===== config.mk =====
export PLATFORM = sky130hd
export DESIGN_NAME = running_avg_flat
export DESIGN_NICKNAME = d
export VERILOG_FILES = /design/src/rtl/running_avg_if.sv /design/src/rtl/running_avg.sv /design/src/flat_wrapper.sv
export SDC_FILE = /design/constraint.sdc
export NUM_CORES = 1
export LEC_CHECK = 0
export CORE_MARGIN = 2
export CORE_UTILIZATION = 60
export DETAILED_ROUTE_END_ITERATION = 7
export PLACE_DENSITY = 0.79
export SYNTH_ARGS = -nofsm -noshare
export SYNTH_HDL_FRONTEND = slang
export SYNTH_SLANG_ARGS = --single-unit

===== constraint.sdc =====
create_clock -name clk -period 4.7 [get_ports clk]
set_input_delay 0.94 -clock clk [delete_from_list [all_inputs] [get_ports clk]]
set_output_delay 0.94 -clock clk [all_outputs]
set_load 0.02 [all_outputs]

===== src/rtl/running_avg_if.sv =====
// Sample/average bus for the running_avg engine.
//   master: drives run, sample_valid, sample_in; observes the average side.
//   slave : the engine; consumes samples, drives avg_out, avg_valid, cnt_en,
//           fill_level.
interface running_avg_if #(
    parameter int unsigned DATA_W   = 8,
    parameter int unsigned LOG2_WIN = 3
);
    logic                run;
    logic                sample_valid;
    logic [DATA_W-1:0]   sample_in;
    logic [DATA_W-1:0]   avg_out;
    logic                avg_valid;
    logic                cnt_en;
    logic [LOG2_WIN:0]   fill_level;

    modport master (
        output run, sample_valid, sample_in,
        input  avg_out, avg_valid, cnt_en, fill_level
    );

    modport slave (
        input  run, sample_valid, sample_in,
        output avg_out, avg_valid, cnt_en, fill_level
    );
endinterface


===== src/rtl/running_avg.sv =====
// Sliding-window running average over the last 2^LOG2_WIN accepted samples.
//   clk   : system clock, rising edge
//   rst_n : asynchronous active-low reset
//   bus   : running_avg_if slave modport
//           run          level, 1 = active, 0 = flush/idle
//           sample_valid sample_in valid this cycle
//           sample_in    unsigned sample
//           avg_out      window average, held between updates
//           avg_valid    1-cycle pulse when avg_out updates (full window only)
//           cnt_en       level enable for the downstream average counter
//           fill_level   samples held in the window, saturates at WIN
// Build option: define RUNNING_AVG_ROUND_EN for round-half-up averaging;
// default truncates.
module running_avg #(
    parameter int unsigned DATA_W   = 8,
    parameter int unsigned LOG2_WIN = 3
) (
    input logic          clk,
    input logic          rst_n,
    running_avg_if.slave bus
);
    localparam int unsigned Win   = 1 << LOG2_WIN;
    localparam int unsigned SumW  = DATA_W + LOG2_WIN;
    localparam int unsigned FillW = LOG2_WIN + 1;

    localparam logic [FillW-1:0]    FillMax = FillW'(Win);
    localparam logic [FillW-1:0]    FillOne = FillW'(1);
    localparam logic [LOG2_WIN-1:0] WpOne   = LOG2_WIN'(1);

    logic [DATA_W-1:0]   buf_q [Win];
    logic [DATA_W-1:0]   buf_d [Win];
    logic [LOG2_WIN-1:0] wp_q, wp_d;
    logic [SumW-1:0]     sum_q, sum_d;
    logic [FillW-1:0]    fill_q, fill_d;
    logic [DATA_W-1:0]   avg_q, avg_d;
    logic                avg_valid_q, avg_valid_d;
    logic                cnt_en_q, cnt_en_d;

    logic                accept;
    logic [SumW-1:0]     sum_next;
    logic [FillW-1:0]    fill_next;
    logic [DATA_W-1:0]   avg_calc;

    assign accept = bus.run & bus.sample_valid;

    // Oldest entry drops out as the new one enters; empty slots hold 0.
    assign sum_next  = sum_q + SumW'(bus.sample_in) - SumW'(buf_q[wp_q]);
    assign fill_next = (fill_q == FillMax) ? fill_q : fill_q + FillOne;

`ifdef RUNNING_AVG_ROUND_EN
    logic [SumW:0] rnd_sum;
    logic [SumW:0] rnd_shift;

    assign rnd_sum   = {1'b0, sum_next} + (SumW + 1)'(Win / 2);
    assign rnd_shift = rnd_sum >> LOG2_WIN;
    assign avg_calc  = (|rnd_shift[SumW:DATA_W]) ? {DATA_W{1'b1}} : rnd_shift[DATA_W-1:0];
`else
    assign avg_calc = sum_next[SumW-1:LOG2_WIN];
`endif

    always_comb begin
        buf_d       = buf_q;
        wp_d        = wp_q;
        sum_d       = sum_q;
        fill_d      = fill_q;
        avg_d       = avg_q;
        avg_valid_d = 1'b0;
        cnt_en_d    = cnt_en_q;

        if (!bus.run) begin
            // Flush takes priority over any sample presented this cycle.
            for (int i = 0; i < Win; i++) begin
                buf_d[i] = '0;
            end
            wp_d     = '0;
            sum_d    = '0;
            fill_d   = '0;
            cnt_en_d = 1'b0;
        end else if (accept) begin
            buf_d[wp_q] = bus.sample_in;
            wp_d        = wp_q + WpOne;
            sum_d       = sum_next;
            fill_d      = fill_next;
            if (fill_next == FillMax) begin
                avg_d       = avg_calc;
                avg_valid_d = 1'b1;
                cnt_en_d    = 1'b1;
            end
        end
    end

    always_ff @(posedge clk or negedge rst_n) begin
        if (!rst_n) begin
            for (int i = 0; i < Win; i++) begin
                buf_q[i] <= '0;
            end
            wp_q        <= '0;
            sum_q       <= '0;
            fill_q      <= '0;
            avg_q       <= '0;
            avg_valid_q <= 1'b0;
            cnt_en_q    <= 1'b0;
        end else begin
            buf_q       <= buf_d;
            wp_q        <= wp_d;
            sum_q       <= sum_d;
            fill_q      <= fill_d;
            avg_q       <= avg_d;
            avg_valid_q <= avg_valid_d;
            cnt_en_q    <= cnt_en_d;
        end
    end

    assign bus.avg_out    = avg_q;
    assign bus.avg_valid  = avg_valid_q;
    assign bus.cnt_en     = cnt_en_q;
    assign bus.fill_level = fill_q;
endmodule


===== src/flat_wrapper.sv =====
// flat-port wrapper written by rule: the top's interface ports become plain ports
module running_avg_flat 
#(
    parameter int unsigned DATA_W   = 8,
    parameter int unsigned LOG2_WIN = 3
)
  (clk, rst_n, bus_run, bus_sample_valid, bus_sample_in, bus_avg_out, bus_avg_valid, bus_cnt_en, bus_fill_level);
  running_avg_if #(.DATA_W(DATA_W), .LOG2_WIN(LOG2_WIN)) bus_i ();
  input logic clk;
  input logic rst_n;
  input wire logic [$bits(bus_i.run)-1:0] bus_run;
  input wire logic [$bits(bus_i.sample_valid)-1:0] bus_sample_valid;
  input wire logic [$bits(bus_i.sample_in)-1:0] bus_sample_in;
  output wire logic [$bits(bus_i.avg_out)-1:0] bus_avg_out;
  output wire logic [$bits(bus_i.avg_valid)-1:0] bus_avg_valid;
  output wire logic [$bits(bus_i.cnt_en)-1:0] bus_cnt_en;
  output wire logic [$bits(bus_i.fill_level)-1:0] bus_fill_level;
  assign bus_i.run = bus_run;
  assign bus_i.sample_valid = bus_sample_valid;
  assign bus_i.sample_in = bus_sample_in;
  assign bus_avg_out = bus_i.avg_out;
  assign bus_avg_valid = bus_i.avg_valid;
  assign bus_cnt_en = bus_i.cnt_en;
  assign bus_fill_level = bus_i.fill_level;
  running_avg #(.DATA_W(DATA_W), .LOG2_WIN(LOG2_WIN)) u_core (.clk(clk), .rst_n(rst_n), .bus(bus_i));
endmodule

==> reports/summary.txt, run 1 <==
DIE WIDTH - 98.2 um
Worst Clk Skew - 0.0161 ns
commonest non-fill, non-tap cell in the layout - nand2_1
CP Max Fanout - 20
# rows - 34
I/O Buffers - 25
CP Class - reg2reg
largest area contributor in the synthesized netlist - dfrtp_1
min Tclk post-route - 3.95 ns
overall global routing resource usage - 0.287
Tcrit/Tclk final - 0.840
largest net degree at the start of global routing - 84
antenna viol nets, final - 0
Post-Syn Area - 0.00533 sq mm
Post-synth EDFFs - 0
cells after synthesis - 593
root buffer cell - clkbuf_8
max_cap viols - 0
largest cells by area after synthesis - dfrtp_1 43%, nand2_1 11%, a21boi_0 8.2%, ha_1 3.3%, fa_1 3.0%
DIE HEIGHT - 98.2 um
initial core utilization - 0.614
worst hold path type - reg2reg
Worst path max stage delay - 0.81 ns
fillers - 707
Avg Inst Size Synth - 8.98 sq um
share of cells above drive strength 1 - 0.0805
# resized after CTS - 0
gr ovfl total - 0
number of global-route vias before repair - 4268
Crit-path slowest cell - dfrtp_1
slew margin rel. - 0.375
Design Area, Final - 0.00584 sq mm
Reg clk slew, reported paths - 0.09 ns
Area after DPL - 0.00564 sq mm
post-synth top area share - 0.432
CP cell instances - nor2_1, a22oi_1, nand2_1, o21ai_0, nand2_1, fa_1, inv_1, ha_1, and3_1, a221oi_2, a22oi_1, xor2_1, mux2_4
Core ar. - 0.00868 sq mm
Post-CTS Setup Inserts - 0
CTS sink count - 92
Synth Flop Type - dfrtp_1
unrepaired setup endpoints after global routing - false
Via density - 5.99
CTS H-Tree Depth - 3
sequential cell area - 0.00230 sq mm
multi-input combinational cell area - 0.00274 sq mm
DRT iter0 DRCs - 390
hold_buf cts - 0
Via Count - 4297
1st-pass router iterations - 5
syn_nets - 627
status - finished clean
highest clock rate - 253 MHz
DRC viols - 0
Slew Limit Fails - 0
total wire length - 13.0 mm
HPWL Detailed - 8.58 mm
Critical Path RT - 4.96 ns
worst skew pair latency - 0.37 ns
worst setup margin - 0.751 ns
most frequent cells in the layout - 162 x nand2_1, 92 x dfrtp_1, 58 x a21boi_0, 38 x inv_1, 23 x clkdlybuf4s50_1
initial antenna violation count - 0
Crit. End Element - flop
Placer Congestion - 0.877
startpoint types - flop
Unique masters post-synth - 53
worst hold margin - 0.490 ns
Avg WL per Cell - 18.2 um
Async SR Flop Fraction - 1.00
Place WS - 0.673 ns
Critical Path AT - 4.20 ns
TritonCTS buffer count - 9
CP delay by family, top - compound AO/OA/AOI/OAI gates
CTS Buffer Depth - 2
Synth Register Bits - 92
P_leak - 2.54 nW
first-pass GRT wire length - 21.6 mm
Synth-to-Final Area Change - 9.58%
Antenna Cells - 0
pwr dens - 394 mW/mm^2
Tightest Pin Transition - 0.934 ns
Max VDD drop - 0.000226 V
yosys warns - 0
Top Ports - 26
Final #Nets - 638
setup violators final - 0
Buf/Inv on CP - 1
Die ar. - 0.00965 sq mm
final hold viol count - 0
CTS tree - built
sequential element share of the synthesized area - 0.432
post-route setup TNS - 0 ns
## worst register-to-register path, delay by kind of cell, from the launching register on
kind,cells,cell delay (ns)
AOI/OAI and AO/OA,4,0.92
xor gates and xnor gates,1,0.19
adders and majority gates,2,0.87
buffers and inverters,1,0.04
DFF,1,0.81
muxes,1,0.27
and+or+nand+nor,4,0.73
## registers in the layout, summed over array words and instances (netlist names)
signal and cells:
u_core.buf_q 64, u_core.sum_q 11, u_core.bus.avg_out 8, u_core.bus.fill_level 4, u_core.wp_q 3, u_core.bus.avg_valid 1
u_core.bus.cnt_en 1
## synthesized netlist by cell type (8+ instances only)
library cell,n
a21boi_0,58
a21oi_1,11
dfrtp_1,92
nand2_1,162
fa_1,8
mux2_2,11
buf_2,11
nor2_1,19
nor2b_1,12
inv_1,38
ha_1,14
clkbuf_1,19
o21ai_0,16
a22oi_1,10
nand3_1,13
mux2i_1,15
## per-stage QoR
| step | utilization | instances | power [mW] |
|---|---|---|---|
| global placement | 0.650 | 701 | 1.69 |
| floorplan | - | 593 | 1.53 |
| detailed placement | 0.650 | 701 | 1.74 |
| CTS | 0.673 | 717 | 2.29 |
| finish | 0.673 | 717 | 2.30 |
| global route | 0.673 | 717 | 2.44 |
## final timing paths
check / depth (start not counted) / slack [ns] / to / startpoint
setup / recovery: 13 / 0.75 / u_core.bus.avg_out[4] / u_core.wp_q[0]
hold reg to reg: 2 / 0.49 / u_core.bus.cnt_en / u_core.bus.cnt_en
hold / removal: 2 / 0.49 / u_core.bus.cnt_en / u_core.bus.cnt_en
max in group asynchronous: 2 / 3.10 / u_core.buf_q[30] / rst_n
min in group asynchronous: 1 / 0.62 / u_core.bus.fill_level[0] / rst_n
setup reg to reg: 13 / 0.75 / u_core.bus.avg_out[4] / u_core.wp_q[0]
## layer usage
metal | vias up | global-route usage | wire [um]
met1 | 2078 | 0.371 | 5260
li1 | 2000 | - | -
met2 | 178 | 0.486 | 6460
met3 | 41 | 0.0544 | 845
met5 | - | 0 | 0
met4 | 0 | 0.103 | 459
## power by group
group	switching (mW)	total, mW	internal [mW]
logic	0.524	0.871	0.347
clock network	0.291	0.554	0.263
registers	0.0380	0.874	0.836
total	0.853	2.30	1.45
## cell type report
class,count,area share
sequential,92,0.394
inverter,40,0.0257
timing repair buffer,32,0.0527
clock buffer,11,0.0242
multi-input combinational,429,0.470
tap,108,0.0231
clock inverter,5,0.0103
## kinds of logic after synthesis
kind of cell / count (synthesis) / synth area share
mux: 29 / 0.0627
buf+inv: 72 / 0.0533
flops: 92 / 0.432
simple gates: 234 / 0.190
xor+xnor: 11 / 0.0181
fa+ha+maj: 22 / 0.0629
compound gates: 133 / 0.181
(Power assumes the default switching activity.)
==> run 2: changes to the inputs <==
- CORE_UTILIZATION: 60 -> 55
- PLACE_DENSITY: 0.79 -> 0.77
- clock period: 4.7 -> 3.3 ns (I/O delays scaled with it)
==> reports/summary.txt, run 2 (same netlist as run 1, synthesis figures left out) <==
pwr dens - 586 mW/mm^2 (was 394 mW/mm^2)
placed cells - 771 (was 701)
number of global-route vias before repair - 4659 (was 4268)
Synth-to-Final Area Change - 24.1% (was 9.58%)
Placer Congestion - 0.917 (was 0.877)
max reg flops - 64 (unchanged)
CP Max Fanout - 7 (was 20)
Crit. End Element - flop (unchanged)
Core ar. - 0.00933 sq mm (was 0.00868 sq mm)
status - finished, violations left (was finished clean)
DRC viols - 0 (unchanged)
TritonCTS buffer count - 9 (unchanged)
Area after DPL - 0.00603 sq mm (was 0.00564 sq mm)
gr ovfl total - 0 (unchanged)
Via density - 5.87 (was 5.99)
Slew Limit Fails - 0 (unchanged)
hold_buf cts - 0 (unchanged)
worst hold margin - 0.297 ns (was 0.490 ns)
CP delay by family, top - compound AO/OA/AOI/OAI gates (unchanged)
unrepaired setup endpoints after global routing - true (was false)
Tcrit/Tclk final - 1.02 (was 0.840)
first-pass GRT wire length - 23.5 mm (was 21.6 mm)
total wire length - 15.0 mm (was 13.0 mm)
DIE HEIGHT - 102 um (was 98.2 um)
setup violators final - 3 (was 0)
fin util - 0.709 (was 0.673)
Crit Reg-Reg Startpoint - u_core.wp_q[1] (was u_core.wp_q[0])
I/O Buffers - 25 (unchanged)
Place WS - -0.163 ns (was 0.673 ns)
DRT iter0 DRCs - 332 (was 390)
startpoint types - flop (unchanged)
Tightest Pin Transition - 0.801 ns (was 0.934 ns)
FF-to-FF path depth - 14 (was 13)
worst hold path type - in2async (was reg2reg)
Buf/Inv on CP - 3 (was 1)
r2r setup slk - -0.07 ns (was 0.75 ns)
min Tclk post-route - 3.37 ns (was 3.95 ns)
CTS H-Tree Depth - 3 (unchanged)
P_leak - 2.84 nW (was 2.54 nW)
root buffer cell - clkbuf_8 (unchanged)
Die ar. - 0.0105 sq mm (was 0.00965 sq mm)
DIE WIDTH - 102 um (was 98.2 um)
CTS sink count - 92 (unchanged)
HPWL Detailed - 9.67 mm (was 8.58 mm)
Post-Layout Cell Count - 794 (was 717)
fillers - 712 (was 707)
Worst Clk Skew - 0.0131 ns (was 0.0161 ns)
initial antenna violation count - 0 (unchanged)
reg-to-reg endpoint - u_core.bus.avg_out[4] (unchanged)
Final #Nets - 694 (was 638)
CTS Buffer Depth - 2 (unchanged)
max_cap viols - 0 (unchanged)
Most flops, register - u_core.buf_q (unchanged)
overall global routing resource usage - 0.297 (was 0.287)
post-route setup TNS - -0.0871 ns (was 0 ns)
1st-pass router iterations - 5 (unchanged)
CP cell instances - clkbuf_16, buf_6, mux2i_2, o21ai_1, nand2_1, o221ai_2, fa_1, inv_1, ha_1, a21o_1, a221oi_4, a22oi_2, xor2_1, mux2_4 (was nor2_1, a22oi_1, nand2_1, o21ai_0, nand2_1, fa_1, inv_1, ha_1, and3_1, a221oi_2, a22oi_1, xor2_1, mux2_4)
Avg WL per Cell - 18.9 um (was 18.2 um)
initial core utilization - 0.571 (was 0.614)
share of cells above drive strength 1 - 0.233 (was 0.0805)
slew margin rel. - 0.464 (was 0.375)
# rows - 35 (was 34)
worst skew pair latency - 0.37 ns (about the same)
Via Count - 4659 (was 4297)
Pwr Total - 3.87 mW (was 2.30 mW)
final hold viol count - 0 (unchanged)
Reg clk slew, reported paths - 0.10 ns (was 0.09 ns)
CTS tree - built (unchanged)
Critical Path RT - 3.57 ns (was 4.96 ns)
worst setup margin - -0.0699 ns (was 0.751 ns)
highest clock rate - 297 MHz (was 253 MHz)
commonest non-fill, non-tap cell in the layout - nand2_1 (unchanged)
Design Area, Final - 0.00661 sq mm (was 0.00584 sq mm)
Antenna Cells - 0 (unchanged)
largest net degree at the start of global routing - 84 (unchanged)
failing checks - negative setup slack
Crit-path slowest cell - fa_1 (was dfrtp_1)
Critical Path AT - 3.64 ns (was 4.20 ns)
antenna viol nets, final - 0 (unchanged)
CP Class - reg2reg (unchanged)
Top Ports - 26 (unchanged)
Worst path max stage delay - 0.55 ns (was 0.81 ns)
Max VDD drop - 0.000337 V (was 0.000226 V)
most frequent cells in the layout - 162 x nand2_1, 89 x dfrtp_1, 58 x a21boi_0, 56 x buf_4, 32 x inv_1 (was 162 x nand2_1, 92 x dfrtp_1, 58 x a21boi_0, 38 x inv_1, 23 x clkdlybuf4s50_1)
run 2: changes by cell type in the layout (fill, tap and decap cells not counted), moves of 5 or more:
| cell | previous run | this run |
|---|---|---|
| buf_4 | 7 | 56 |
| ha_1 | 14 | 5 |
| ha_4 | 0 | 8 |
| a22oi_1 | 10 | 4 |
| a22oi_2 | 0 | 6 |
| inv_1 | 38 | 32 |
| inv_2 | 2 | 8 |
| o21ai_0 | 16 | 10 |
| buf_6 | 0 | 5 |
run 2: power breakdown:
| group | total [mW] | leakage [nW] | switching (mW) | internal [mW] |
|---|---|---|---|---|
| Clock | 0.700 | 0.0900 | 0.425 | 0.275 |
| Combinational | 1.92 | 1.49 | 1.01 | 0.916 |
| Sequential | 1.25 | 1.26 | 0.0587 | 1.19 |
run 2: cell type report:
cell class | instances | area (sq um) | share of cell area
tap | 129 | 161 | 0.0244
multi-input combinational | 429 | 3050 | 0.461
clock inverter | 6 | 41.3 | 0.00624
inverter | 40 | 150 | 0.0227
clock buffer | 10 | 128 | 0.0193
sequential | 92 | 2310 | 0.349
timing repair buffer | 88 | 777 | 0.117
run 2: what timing repair did:
action	in CTS	in global routing
gates cloned	2	0
pin swaps	13	37
buffers inserted	2	4
endpoints found under the hold margin	0	0
setup endpoints to repair	11	16
resized for setup	37	40
run 2: how the worst max path moves through the flow:
stage / slack (ns) / endpoint / cells past startpoint / startpoint
floorplan: 0.02 / u_core.bus.avg_out[4] / 13 / u_core.wp_q[1]
global placement: -0.13 / u_core.bus.avg_out[4] / 10 / bus_sample_in[1]
global route: -0.15 / u_core.bus.avg_out[4] / 14 / u_core.wp_q[1]
CTS: -0.06 / u_core.bus.avg_out[4] / 14 / u_core.wp_q[1]
finish: -0.07 / u_core.bus.avg_out[4] / 14 / u_core.wp_q[1]
detailed placement: -0.16 / u_core.bus.avg_out[4] / 10 / bus_sample_in[3]
run 2: routing by layer:
layer / global-route usage / wire, um
met5: 0 / 0
met3: 0.0431 / 897
met2: 0.502 / 7470
met1: 0.377 / 6030
met4: 0.139 / 629
==> RTL change 1: new RTL, config.mk and constraints of run 1 <==
Make the reset (`rst_n`) synchronous in one clocked block. Comments in the files are not updated.
--- a/src/rtl/running_avg.sv
+++ b/src/rtl/running_avg.sv
@@ -90,5 +90,5 @@
     end
 
-    always_ff @(posedge clk or negedge rst_n) begin
+    always_ff @(posedge clk) begin
         if (!rst_n) begin
             for (int i = 0; i < Win; i++) begin
Function: differs if rst_n is asserted again (counterexample within 4 cycles, from zero or initial values and one cycle with rst_n low); with rst_n held inactive, the same outputs for 4 cycles.
==> RTL change 1 against run 1 <==
First-iteration DRC count decreased by 66%; core utilization increased by 0.24 points; wire length decreased by 31%; sequential cell count unchanged; synthesized area decreased by 13%; design area decreased by 12%; maximum frequency decreased by 0.98%; sequential share of layout area decreased by 3.6 points; setup slack got worse by 0.039 ns.
Power is not compared: it rests on default switching activity, and its combinational part moved more than twofold at a synthesized area within 25%.
==> RTL change 1: results (changes against run 1) <==
Global route
  – First-pass GRT wire length: 15.2 mm (-30%)
  – Largest net degree at the start of global routing: 46 (-45%)
  – Vias in the first global route: 3213 (-25%)
  – Total Routing Usage GR: 22.7% (-6.0 points)
  – Initial antenna violation count: 0 (unchanged)

Finish
  – Largest reg by FF count: u_core.buf_q
  – Nets: 533 (-16%)
  – Non-Filler Instances: 605 (-16%)
  – Max reg flops: 64 (unchanged)
  – Fill count: 598 (-15%)
  – Layout cell share with drive strength beyond 1: 12.3% (+4.3 points)
  – Ant diodes: 0 (unchanged)

Clock network
  – Clock Tree Buf Depth: 2 (unchanged)
  – Clock Latency Late Sink: 0.35 ns (-0.02 ns)
  – Clk root buf: clkbuf_8
  – Clock buffer count from CTS: 9 (unchanged)
  – Clock-pin slew on the worst setup and hold paths: 0.09 ns (about the same)
  – Post-cts repair resize count: 0 (unchanged)
  – Post-CTS setup buffers: 0 (unchanged)
  – Htree depth: 3 (unchanged)

Yosys
  – Register area share after synthesis: 39.7% (-3.5 points)
  – Syn nets: 519 (-17%)
  – Ys async rst share: 0% (-100 points)
  – Cell variety after synth: 43 (-19%)
  – Syn. warnings: 0 (unchanged)
  – Largest cells by area after synthesis: dfxtp_1 (40%), mux2i_1 (14%), nor2_1 (7.9%)
  – Synth cell count leaders: nor2_1 (98), dfxtp_1 (92), mux2i_1 (65), inv_1 (38), a21oi_1 (24)
  – Mean Syn Cell Area: 9.56 sq um (+6.4%)

Routing
  – Starting DRT DRC Count: 134 (-66%)
  – Routed len/inst: 14.9 um (-18%)
  – Vias: 3332 (-22%)
  – Pre-antenna DRT Iters: 4 (-1)

Power and ir drop
  – Maximum vdd drop: 0.175 mV
  – Psw: 0.443 mW
  – Leakage power: 1.85 nW

Place
  – Hpwl dp: 6.22 mm (-28%)
  – I/O Buffers: 25 (unchanged)
  – Gpl congestion: 0.835 (-4.8%)
  – # placed instances: 590 (-16%)

Critical path
  – Critical Path AT: 4.24 ns (+0.04 ns)
  – Critical Path Start: u_core.wp_q[0]
  – Worst Path Max Fanout: 16 (-20%)

Status
  – Status: complete, no violations

Hold path
  – Min-delay worst type: flop to flop
  – Hold path startpoint: u_core.bus.avg_out[5]

STA
  – Measured slew at the worst slew-check pin: 0.777 ns (-0.158 ns)
  – Clock Skews: 0.0108 ns (-0.00537 ns)
[RTL change 1: cell count changes in the layout (fill, tap and decap cells not counted), moves of 6 or more]
| cell | before | now |
|---|---|---|
| nand2_1 | 162 | 15 |
| dfrtp_1 | 92 | 0 |
| dfxtp_1 | 0 | 92 |
| nor2_1 | 19 | 98 |
| a21boi_0 | 58 | 1 |
| mux2i_1 | 15 | 65 |
| mux4_2 | 2 | 16 |
| a21oi_1 | 11 | 24 |
| nor2_2 | 0 | 10 |
| a22oi_1 | 10 | 1 |
| nand3_1 | 13 | 6 |
| a21boi_1 | 6 | 0 |
| nor2b_1 | 12 | 6 |
| o21ai_0 | 16 | 10 |
[RTL change 1: logic make-up after synthesis]
logic type | count (synthesis) | synth area share (%)
adders and majority gates | 22 | 7.24
AOI/OAI and AO/OA | 53 | 6.75
and+or+nand+nor | 154 | 14.7
buffers and inverters | 65 | 5.62
muxes | 90 | 24.0
DFF | 92 | 39.7
xor gates and xnor gates | 9 | 2.00
[RTL change 1: worst paths after layout]
check,end,slack [ns],cells past startpoint
worst max register to register,u_core.sum_q[10],0.71,12
worst max-delay path,u_core.sum_q[10],0.71,12
worst min register to register,u_core.bus.avg_out[5],0.47,2
worst min-delay path,u_core.bus.avg_out[5],0.47,2
[RTL change 1: layer usage]
layer	vias to the layer above	GRT usage (%)	part of all wire, %
met1	1607	29.8	46
met4	0	7.21	1.5
met3	10	4.68	4.1
met5	-	0	0
li1	1656	-	-
met2	59	37.8	48
[RTL change 1: area by class of cell]
cell class,instances,area share [%]
clock buffer,9,2.41
timing repair buffer,30,5.85
tap,102,2.48
multi-input combinational,328,49.4
sequential,92,35.9
clock inverter,6,1.27
inverter,38,2.78
[RTL change 1: worst max-delay path: stages, from the launching register on]
cell and delay (ns):
dfxtp_1 0.46, buf_12 0.22, mux4_2 0.53, mux2_2 0.30, fa_1 0.49, inv_1 0.04, ha_1 0.39, a21o_1 0.21
a31o_2 0.21, a31oi_1 0.30, o22ai_1 0.18, mux2i_1 0.20, mux2_2 0.34
[RTL change 1: power by group through the flow]
stage / Combinational, mW / Sequential, mW / Clock (mW)
finish: 0.276 / 0.797 / 0.523
CTS: 0.275 / 0.797 / 0.536
global placement: 0.268 / 0.815 / 0
detailed placement: 0.273 / 0.815 / 0
global route: 0.307 / 0.799 / 0.568
floorplan: 0.214 / 0.814 / 0
[RTL change 1: metrics by stage]
step           power (mW)  hold slack, ns  utilization, %  worst slack, ns  area, sq um
6_report             1.60           0.472            67.5            0.712         5140
4_1_cts              1.61           0.478            67.5            0.733         5140
5_1_grt              1.67           0.507            67.5            0.583         5140
3_5_place_dp         1.09           0.465            65.0            0.497         4950
3_3_place_gp         1.08           0.450            65.0            0.587         4950
2_1_floorplan        1.03           0.449               -            0.790         4630
==> RTL change 2: new RTL, config.mk and constraints of run 1 <==
Made on the original files. `LOG2_WIN` is set to 3 in 3 places; all go to 4.
--- a/src/rtl/running_avg_if.sv
+++ b/src/rtl/running_avg_if.sv
@@ -5,5 +5,5 @@
 interface running_avg_if #(
     parameter int unsigned DATA_W   = 8,
-    parameter int unsigned LOG2_WIN = 3
+    parameter int unsigned LOG2_WIN = 4
 );
     logic                run;
--- a/src/rtl/running_avg.sv
+++ b/src/rtl/running_avg.sv
@@ -14,5 +14,5 @@
 module running_avg #(
     parameter int unsigned DATA_W   = 8,
-    parameter int unsigned LOG2_WIN = 3
+    parameter int unsigned LOG2_WIN = 4
 ) (
     input logic          clk,
--- a/src/flat_wrapper.sv
+++ b/src/flat_wrapper.sv
@@ -3,5 +3,5 @@
 #(
     parameter int unsigned DATA_W   = 8,
-    parameter int unsigned LOG2_WIN = 3
+    parameter int unsigned LOG2_WIN = 4
 )
   (clk, rst_n, bus_run, bus_sample_valid, bus_sample_in, bus_avg_out, bus_avg_valid, bus_cnt_en, bus_fill_level);
Ports: changed (resized bus_fill_level); port bits go from 26 to 27. No check against the original RTL was run, so the function may have changed too.
==> RTL change 2 against run 1 <==
Synthesized cell count grew 47%; wire length up 76%; design area up 67%; total power grew 72%; setup slack worse by 0.39 ns; sequential cell count grew 67; synthesized area increased by 64%; first-iteration DRC count is 120% higher.
==> RTL change 2: results (changes against run 1) <==
Place
  – Hpwl dp: 15.0 mm (+75%)
  – # placed instances: 1051 (+50%)
  – I/O Buffers: 26 (+4.0%)
  – Gpl congestion: 0.926 (+5.6%)
  – DP Area: 0.00916 sq mm (+62%)

Power and ir drop
  – Clock power share: 35.4% (+11 points)
  – Seq power: 1.47 mW (+68%)
  – Psw: 1.27 mW (+49%)
  – Pwr dens: 405 mW/mm^2 (+2.8%)
  – Sw frac: 32.2% (-4.9 points)
  – Leakage power: 4.06 nW (+60%)

Yosys
  – Largest cells by area after synthesis: dfrtp_1 (46%), nand2_1 (12%), a21boi_0 (11%)
  – Register area share after synthesis: 45.6% (+2.4 points)
  – Synth cell count leaders: nand2_1 (270), dfrtp_1 (159), a21boi_0 (128), inv_1 (41)
  – Post-synthesis cell count: 874 (+47%)
  – Cell variety after synth: 48 (-9.4%)
  – Syn nets: 912 (+45%)

Finish
  – Nets: 924 (+45%)
  – Max reg flops: 128 (+100%)
  – Fill count: 1051 (+49%)

STA
  – WHS: 0.479 ns (-0.0109 ns)
  – Fmax: 0.230 GHz (-9.1%)
  – Clock Skews: 0.00930 ns (-0.00683 ns)
  – Slew headroom: 10.9% (-27 points)

Critical path
  – Reg2Reg Setup Slack: 0.36 ns (-0.39 ns)
  – Critical Path AT: 4.67 ns (+0.47 ns)
  – Worst setup path endpoint: u_core.bus.avg_out[6]
  – Crit path max-delay family: multiplexers
  – Crit-path max cell delay: 0.54 ns (-0.27 ns)
  – Worst path slowest cell: mux4_2

Routing
  – Post-Route WL: 23.0 mm (+76%)
  – Starting DRT DRC Count: 842 (+120%)
  – Vias: 6876 (+60%)
  – Pre-antenna DRT Iters: 7 (+2)

Global route
  – Total Routing Usage GR: 31.1% (+2.4 points)
  – First-pass GRT wire length: 37.6 mm (+74%)
  – Largest net degree at the start of global routing: 128 (+52%)

Clock network
  – Clock-pin slew on the worst setup and hold paths: 0.06 ns (-0.03 ns)
  – Htree depth: 4 (+1)
  – Clock buffer count from CTS: 17 (+8)
  – Clock Latency Late Sink: 0.44 ns (+0.07 ns)

Status
  – Status: complete, no violations

Hold path
  – Hold depth: 1 (-1)
==> RTL change 2: per-layer routing <==
layer | vias to the layer above | routed length (um) | GRT usage, % | share of wire, %
met5 | - | 0 | 0 | 0
met2 | 378 | 11100 | 49.9 | 48
met3 | 79 | 1990 | 7.52 | 8.6
li1 | 2980 | - | - | -
met4 | 0 | 911 | 14.0 | 4.0
met1 | 3439 | 9030 | 40.7 | 39
==> RTL change 2: area by class of cell <==
cell class	instances	area share [%]
clock inverter	14	1.59
inverter	41	1.58
sequential	159	40.8
tap	184	2.36
timing repair buffer	46	4.45
clock buffer	18	4.50
multi-input combinational	621	44.7
==> RTL change 2: logic make-up (layout without fill, tap and decap cells) <==
group           count (synthesis)  count (layout)  synth area share [%]
compound gates                170             170                  14.8
xor+xnor                       16              16                  1.76
fa+ha+maj                      26              26                  4.42
buf+inv                        94             119                  4.44
flops                         159             159                  45.6
mux                            55              55                  12.2
simple gates                  354             354                  16.8
